$ cat config.mk
export PLATFORM = sky130hd
export DESIGN_NAME = mem_port_arbiter
export DESIGN_NICKNAME = d
export VERILOG_FILES = /design/src/rtl/mem_port_arbiter.sv
export SDC_FILE = /design/constraint.sdc
export NUM_CORES = 1
export LEC_CHECK = 0
export CORE_UTILIZATION = 42
export DETAILED_ROUTE_END_ITERATION = 16
export PLACE_DENSITY = 0.93
export SLEW_MARGIN = 30
export SYNTH_ARGS = -nofsm -noshare
export SYNTH_HDL_FRONTEND = slang
export SYNTH_SLANG_ARGS = --single-unit
$ cat constraint.sdc
create_clock -name clk -period 5.86 [get_ports clk]
set_input_delay 1.172 -clock clk [delete_from_list [all_inputs] [get_ports clk]]
set_output_delay 1.172 -clock clk [all_outputs]
set_load 0.05 [all_outputs]
$ cat src/rtl/mem_port_arbiter.sv
// mem_port_arbiter: shares one single-ported memory between the fetch path
// and the load/store path. One transaction in flight, registered request and
// response, data-over-fetch priority with a starvation limit on fetch.
// Optional macro ARB_PERF_EN adds free-running 32-bit perf counters.
module mem_port_arbiter #(
    parameter int XLEN       = 32,
    parameter int STARVE_MAX = 3
) (
    input  logic              clk,
    input  logic              reset,
    input  logic              if_req_valid,
    output logic              if_req_ready,
    input  logic [XLEN-1:0]   if_addr,
    output logic              if_rsp_valid,
    output logic [XLEN-1:0]   if_rsp_data,
    input  logic              d_req_valid,
    output logic              d_req_ready,
    input  logic [XLEN-1:0]   d_addr,
    input  logic              d_we,
    input  logic [XLEN/8-1:0] d_be,
    input  logic [XLEN-1:0]   d_wdata,
    output logic              d_rsp_valid,
    output logic [XLEN-1:0]   d_rsp_data,
    output logic              mem_req_valid,
    input  logic              mem_req_ready,
    output logic [XLEN-1:0]   mem_addr,
    output logic              mem_we,
    output logic [XLEN/8-1:0] mem_be,
    output logic [XLEN-1:0]   mem_wdata,
    input  logic              mem_rsp_valid,
    input  logic [XLEN-1:0]   mem_rsp_data
`ifdef ARB_PERF_EN
    ,
    output logic [31:0]       perf_if_grants,
    output logic [31:0]       perf_d_grants,
    output logic [31:0]       perf_if_stall
`endif
);
    localparam int         BEW        = XLEN / 8;
    localparam logic [3:0] STARVE_LIM = 4'(STARVE_MAX);
    localparam logic       OWN_IF     = 1'b0;
    localparam logic       OWN_D      = 1'b1;

    typedef enum logic [1:0] {IDLE, ISSUE, WAIT_RSP, RESP} state_t;

    state_t            state_q, state_d;
    logic [3:0]        starve_cnt_q, starve_cnt_d;
    logic              owner_q, owner_d;
    logic [XLEN-1:0]   addr_q, addr_d;
    logic              we_q, we_d;
    logic [BEW-1:0]    be_q, be_d;
    logic [XLEN-1:0]   wdata_q, wdata_d;
    logic [XLEN-1:0]   if_rsp_data_q, if_rsp_data_d;
    logic [XLEN-1:0]   d_rsp_data_q, d_rsp_data_d;

    logic              grant_d, grant_if;

    // Arbitration: data wins unless fetch has been passed over STARVE_MAX times
    always_comb begin
        grant_d  = d_req_valid && !(if_req_valid && (starve_cnt_q == STARVE_LIM));
        grant_if = if_req_valid && !grant_d;
    end

    // Next-state, request latching and per-state outputs
    always_comb begin
        state_d       = state_q;
        starve_cnt_d  = starve_cnt_q;
        owner_d       = owner_q;
        addr_d        = addr_q;
        we_d          = we_q;
        be_d          = be_q;
        wdata_d       = wdata_q;
        if_rsp_data_d = if_rsp_data_q;
        d_rsp_data_d  = d_rsp_data_q;
        if_req_ready  = 1'b0;
        d_req_ready   = 1'b0;
        mem_req_valid = 1'b0;
        if_rsp_valid  = 1'b0;
        d_rsp_valid   = 1'b0;

        case (state_q)
            IDLE: begin
                // Readies are gated by reset so nothing looks accepted while
                // the block is being held in reset.
                if (!reset) begin
                    if_req_ready = grant_if;
                    d_req_ready  = grant_d;
                end
                if (grant_d) begin
                    addr_d  = d_addr;
                    we_d    = d_we;
                    be_d    = d_be;
                    wdata_d = d_wdata;
                    owner_d = OWN_D;
                    state_d = ISSUE;
                    if (if_req_valid && (starve_cnt_q != STARVE_LIM))
                        starve_cnt_d = starve_cnt_q + 4'd1;
                end else if (grant_if) begin
                    addr_d       = if_addr;
                    we_d         = 1'b0;
                    be_d         = '1;
                    wdata_d      = '0;
                    owner_d      = OWN_IF;
                    starve_cnt_d = 4'd0;
                    state_d      = ISSUE;
                end
            end
            ISSUE: begin
                mem_req_valid = 1'b1;
                if (mem_req_ready) begin
                    if (we_q) begin
                        // Stores get no memory response; ack carries zero data.
                        d_rsp_data_d = '0;
                        state_d      = RESP;
                    end else begin
                        state_d = WAIT_RSP;
                    end
                end
            end
            WAIT_RSP: begin
                if (mem_rsp_valid) begin
                    if (owner_q == OWN_D) d_rsp_data_d  = mem_rsp_data;
                    else                  if_rsp_data_d = mem_rsp_data;
                    state_d = RESP;
                end
            end
            RESP: begin
                if_rsp_valid = (owner_q == OWN_IF);
                d_rsp_valid  = (owner_q == OWN_D);
                state_d      = IDLE;
            end
            default: state_d = IDLE;
        endcase
    end

    // State and latched request/response registers
    always_ff @(posedge clk or posedge reset) begin
        if (reset) begin
            state_q       <= IDLE;
            starve_cnt_q  <= 4'd0;
            owner_q       <= OWN_IF;
            addr_q        <= '0;
            we_q          <= 1'b0;
            be_q          <= '0;
            wdata_q       <= '0;
            if_rsp_data_q <= '0;
            d_rsp_data_q  <= '0;
        end else begin
            state_q       <= state_d;
            starve_cnt_q  <= starve_cnt_d;
            owner_q       <= owner_d;
            addr_q        <= addr_d;
            we_q          <= we_d;
            be_q          <= be_d;
            wdata_q       <= wdata_d;
            if_rsp_data_q <= if_rsp_data_d;
            d_rsp_data_q  <= d_rsp_data_d;
        end
    end

    // Memory request comes straight from the latched registers, so it stays
    // stable for as long as the memory stalls.
    always_comb begin
        mem_addr    = addr_q;
        mem_we      = we_q;
        mem_be      = be_q;
        mem_wdata   = wdata_q;
        if_rsp_data = if_rsp_data_q;
        d_rsp_data  = d_rsp_data_q;
    end

`ifdef ARB_PERF_EN
    logic [31:0] perf_if_grants_q, perf_if_grants_d;
    logic [31:0] perf_d_grants_q, perf_d_grants_d;
    logic [31:0] perf_if_stall_q, perf_if_stall_d;

    // Perf counters: grants per port and fetch-stall cycles, wrapping
    always_comb begin
        perf_if_grants_d = perf_if_grants_q;
        perf_d_grants_d  = perf_d_grants_q;
        perf_if_stall_d  = perf_if_stall_q;
        if (if_req_valid && if_req_ready) perf_if_grants_d = perf_if_grants_q + 32'd1;
        if (d_req_valid && d_req_ready)   perf_d_grants_d  = perf_d_grants_q + 32'd1;
        if (if_req_valid && !if_req_ready) perf_if_stall_d = perf_if_stall_q + 32'd1;
    end

    // Perf counter registers
    always_ff @(posedge clk or posedge reset) begin
        if (reset) begin
            perf_if_grants_q <= '0;
            perf_d_grants_q  <= '0;
            perf_if_stall_q  <= '0;
        end else begin
            perf_if_grants_q <= perf_if_grants_d;
            perf_d_grants_q  <= perf_d_grants_d;
            perf_if_stall_q  <= perf_if_stall_d;
        end
    end

    assign perf_if_grants = perf_if_grants_q;
    assign perf_d_grants  = perf_d_grants_q;
    assign perf_if_stall  = perf_if_stall_q;
`endif

endmodule

==> results of run 1 <==
[final timing paths]
kind | cells after the start | slack (ps) | from | to
min | 2 | 490 | mem_addr[25] | mem_addr[25]
max reg2reg | 7 | 3380 | state_q[0] | d_rsp_data[13]
min in group asynchronous | 2 | 1390 | reset | mem_addr[5]
max | 6 | 1420 | if_req_valid | if_req_ready
min reg2reg | 2 | 490 | mem_addr[25] | mem_addr[25]
max in group asynchronous | 3 | 3260 | reset | mem_addr[6]
[state kept, by name, summed over array words and instances, names as in the netlist]
name,cells
mem_we,1
if_rsp_data,32
starve_cnt_q,4
mem_wdata,32
mem_addr,32
mem_be,4
d_rsp_data,32
owner_q,1
state_q,2
[logic make-up (layout without fill, tap and decap cells)]
family	count (synthesis)	count (layout)	share of synthesized area
AND/OR/NAND/NOR	154	154	0.1149
flip-flops	140	140	0.5692
AO/OA/AOI/OAI	83	83	0.1323
buffers and inverters	77	353	0.05896
multiplexers	65	65	0.1124
adder cells (fa/ha/maj)	6	6	0.01220
[Yosys cell counts, types with 2 or more instances]
cell type	n	area share
nor2b_1	4	0.0041
o22a_1	4	0.0057
dfrtp_1	140	0.57
mux2i_1	32	0.052
nor2_1	4	0.0024
a22o_1	33	0.047
inv_1	36	0.022
o211ai_1	3	0.0037
nand4_1	33	0.034
o21ai_0	5	0.0041
buf_6	8	0.015
nand3_1	3	0.0024
mux2_2	33	0.060
a211oi_1	2	0.0024
clkbuf_1	22	0.013
nand2_1	102	0.062
ha_1	6	0.012
nand2b_1	2	0.0020
o211ai_2	29	0.059
buf_2	11	0.0089
[power breakdown]
| part | internal [mW] | switching (mW) |
|---|---|---|
| logic | 1.28 | 2.30 |
| clock network | 0.673 | 0.395 |
| registers | 1.39 | 0.247 |
| total | 3.34 | 2.94 |
[area by class of cell]
type / count / area [sq um]
inverter: 36 / 140.1
timing repair buffer: 285 / 2840
fill: 1055 / 4502
tap: 180 / 225.2
clock buffer: 27 / 503.0
multi-input combinational: 308 / 2301
sequential: 140 / 3503
clock inverter: 5 / 81.33
[tightest hold or removal path, cell delays in order, from the launching register on]
cell	delay, ps
dfrtp_1	350
nand2_1	60
o211ai_2	50
[per-stage QoR]
| stage | setup slack, ps | utilization | area (sq um) |
|---|---|---|---|
| floorplan | 935.1 | - | 6155 |
| global placement | 1518 | 0.6391 | 9009 |
| detailed placement | 1471 | 0.6392 | 9010 |
| CTS | 1457 | 0.6806 | 9594 |
| global route | 1328 | 0.6806 | 9594 |
| finish | 1420 | 0.6806 | 9594 |
[routing by layer]
metal / track usage / share of wire / vias to the layer above
met2: 0.4175 / 0.51 / 228
met5: 0 / 0 / -
met1: 0.2802 / 0.40 / 2476
met3: 0.07288 / 0.077 / 26
li1: - / - / 2361
met4: 0.09262 / 0.020 / 0
==> reports/qor.yml, run 1 <==
outcome: "finished, final reports clean"
core_sq_mm: 0.01410
max_freq_mhz: 225.2
final_common_cell: "clkdlybuf4s50_1"
synthToLayoutAreaGrowth_pct: 55.89
ys_seq_area_frac: 0.5692
syn_area_sq_mm: 0.006155
crit_fanout: 37
endpoint_kind: "output pin"
hpwl_mm: 12.28
synth_edf_count: 0
path_buf_inv: 3
cts.reportedPaths.clkPinSlew_ps: 60
finalSetupTns_ps: 0
dr_total_vias: 5091
grt_pass1_vias: 5231
yosys_warnings: 0
placed_cells: 949
cts_tree: "done"
leakagePower_nw: 4.084
hold_ws_ps: 493.7
fin_skew_ps: 6.594
crit_required_ps: 4690
ios: 277
layout_common_cells: "clkdlybuf4s50_1, dfrtp_1, nand2_1, inv_1"
synth_seq_cells: 140
first_pass_iters: 4
synth_flop_cell: "dfrtp_1"
total_power_mw: 6.287
critical_path.top_delay_family: "buffers and inverters"
avgRoutedWirePerCell_um: 18.06
syn_area_per_cell_sq_um: 11.72
drv_cap: 0
antenna_found_initial: 0
die_height_um: 123.1
root_buffer: "clkbuf_16"
slew_headroom: 0.4596
drtAntennaViolNets: 0
die_area_sq_mm: 0.01514
rsz0062_at_grt: "no"
cts_hold_buffers: 0
hold_violations: 0
tightest_slew_ps: 810.7
crit_path_max_incr_delay_ps: 570
numPortBuffers: 276
n_antenna_cell: 0
die_w_um: 123.1
grt.total_usage: 0.2412
clockBufferDepth: 2
num_rows: 43
grt_overflow: 0
viasPerCell: 5.190
crit_arrival_ps: 3270
drt-total-wl_mm: 17.72
setup_violations: 0
post_layout_nonfiller_instances: 981
ctsResizeCount: 0
crit_chain: "clkdlybuf4s50_1 > nand4bb_1 > buf_4 > and2_4 > nor3_2 > buf_12"
start_util: 0.4366
post_cts_buffers: 0
drc: 0
critPathKind: "input pin to output pin"
grt_max_degree: 93
drive_gt1_frac: 0.1298
async_flop_share: 1.000
cpMaxStageDelayCell: "and2_4"
clkLatencyLatePin_ps: 410
drt_iter0_drc: 246
ir_drop_v: 0.0003798
gp_congestion: 0.7873
cts.sinks: 140
post-route-period-util: 0.7577
synth_nets: 670
cts_buffers: 17
grt_pass1_wl_mm: 27.47
fin_nets: 933
htreeDepth: 4
synthDistinctLibCells: 33
final.min_clock_period_ps: 4440
syn-instance-count: 525
crit_path_start_kind: "input pin"
final_max_slew_viol_count: 0
power_density_mw_per_mm2: 655.3
hold_path_class: "flop to flop"
No activity file was read; power rests on OpenSTA's default activity.
==> inputs of run 2 (changes only) <==
==> constraint.sdc (replaced) <==
create_clock -name clk -period 4.2 [get_ports clk]
set_input_delay 0.84 -clock clk [delete_from_list [all_inputs] [get_ports clk]]
set_output_delay 0.84 -clock clk [all_outputs]
set_load 0.05 [all_outputs]
==> run 2 against run 1 <==
Against the previous run:
- critical endpoint unchanged
- clock-buffer cell count shrank 10
- largest cell class unchanged
- largest power group unchanged
- clock power grew 44%
- setup slack lost 690 ps
- register-to-register slack lost 1900 ps
- utilization grew 0.39 points
- sequential power grew 40%
- power grew 40%
- combinational power grew 39%
==> reports/qor.yml, run 2 (synthesis results as in run 1) <==
core_sq_mm: 0.01410  # unchanged
cpMaxStageDelayCell: "clkdlybuf4s50_1"
fin_nets: 936  # +0.32%
die_w_um: 123.1  # unchanged
tightest_slew_ps: 762.0  # -48.64 ps
avgRoutedWirePerCell_um: 17.53  # -2.9%
leakagePower_nw: 4.116  # +0.78%
fin_skew_ps: 7.707  # +1.113 ps
crit_path_start_kind: "input pin"
gr-max-usage-layer: "met2"
ios: 277  # unchanged
antenna_found_initial: 0  # unchanged
max_freq_mhz: 287.9
final_common_cell: "clkdlybuf4s50_1"
die_height_um: 123.1  # unchanged
setup_violations: 0  # unchanged
layout_common_cells: "clkdlybuf4s50_1, dfrtp_1, nand2_1, inv_1"
viasPerCell: 5.197  # +0.15%
crit_required_ps: 3360  # -1330 ps
drv_cap: 0  # unchanged
slew_headroom: 0.4920  # +0.03243
endpoint_kind: "output pin"
grt_util_met2: 0.3982  # -0.01931
post_cts_buffers: 0  # unchanged
die_area_sq_mm: 0.01514  # unchanged
hpwl_mm: 12.18  # -0.86%
n_antenna_cell: 0  # unchanged
final.min_clock_period_ps: 3473
drc: 0  # unchanged
cts_buffers: 17  # unchanged
cts_tree: "done"
outcome: "finished, final reports clean"
hold_violations: 0  # unchanged
use_met3: 0.07196  # -0.0009225
grt_pass1_wl_mm: 27.25  # -0.80%
dr_total_vias: 5114  # +0.45%
critPathKind: "input pin to output pin"
drive_gt1_frac: 0.1405  # +0.01071
clockBufferDepth: 2  # unchanged
drt-total-wl_mm: 17.25  # -2.7%
total_power_mw: 8.820  # +40%
drtAntennaViolNets: 0  # unchanged
post-route-period-util: 0.8270
grt_overflow: 0  # unchanged
root_buffer: "clkbuf_16"
start_util: 0.4366  # unchanged
crit_arrival_ps: 2630  # -640 ps
finalSetupTns_ps: 0  # unchanged
drt_iter0_drc: 214  # -13%
grt_pass1_vias: 5324  # +1.8%
grt_max_degree: 132  # +42%
cts_hold_buffers: 0  # unchanged
crit_chain: "clkdlybuf4s50_1 > nand4bb_1 > and2_4 > nor3_2 > buf_12"
met1_usage: 0.2826  # +0.002468
rsz0062_at_grt: "no"
crit_fanout: 9  # -76%
htreeDepth: 4  # unchanged
crit_path_max_incr_delay_ps: 640  # +70 ps
ir_drop_v: 0.0006242  # +64%
numPortBuffers: 276  # unchanged
clkLatencyLatePin_ps: 420  # about the same
cts.sinks: 140  # unchanged
gp_congestion: 0.7690  # -2.3%
cts.reportedPaths.clkPinSlew_ps: 60  # about the same
grt.total_usage: 0.2379  # -0.003289
synthToLayoutAreaGrowth_pct: 56.78
hold_path_class: "flop to flop"
num_rows: 43  # unchanged
final_max_slew_viol_count: 0  # unchanged
power_density_mw_per_mm2: 914.0  # +39%
first_pass_iters: 5  # +1
ctsResizeCount: 0  # unchanged
==> run 2: worst paths after layout <==
kind,slack (ps),cells after the start,start,end
min in group asynchronous,800,2,reset,mem_addr[14]
worst max-delay path,730,5,if_req_valid,if_req_ready
worst max register to register,1480,7,state_q[0],mem_addr[7]
max in group asynchronous,2400,3,reset,mem_be[3]
worst min register to register,490,2,mem_addr[14],mem_addr[14]
worst min-delay path,490,2,mem_addr[14],mem_addr[14]
==> run 2: critical path, delay by kind of cell <==
family	cells	cell delay, ps
AND/OR/NAND/NOR	3	980
buffers and inverters	2	820
==> run 2: final cells by class <==
type                            instances  area, sq um
Clock buffer                           17        425.4
Clock inverter                         15        183.9
Fill cell                            1025         4447
Inverter                               36        138.9
Multi-Input combinational cell        308         2300
Sequential cell                       140         3503
Tap cell                              180        225.2
Timing Repair Buffer                  288         2873
==> run 2: power breakdown <==
| group | internal (mW) | switching [mW] | leakage [nW] |
|---|---|---|---|
| clock network | 0.943 | 0.601 | 0.296 |
| logic | 1.79 | 3.19 | 2.06 |
| registers | 1.94 | 0.349 | 1.76 |
| total | 4.68 | 4.14 | 4.12 |
==> run 2: layer usage <==
metal  wire length (um)  vias to the layer above
li1                   -                     2361
met1               6704                     2498
met2               8725                      222
met3               1369                       33
met4                452                        0
met5                  0                        -
==> run 2: stage by stage <==
step / std cells / cell area (sq um) / setup WS [ps] / hold WS, ps / util
6_report: 984 / 9649 / 726.5 / 494.8 / 0.6845
2_1_floorplan: 525 / 6158 / 1180 / 475.9 / -
3_5_place_dp: 952 / 9040 / 777.3 / 470.4 / 0.6413
5_1_grt: 984 / 9649 / 663.2 / 521.4 / 0.6845
4_1_cts: 984 / 9649 / 757.2 / 496.1 / 0.6845
3_3_place_gp: 952 / 9040 / 859.2 / 468.8 / 0.6413
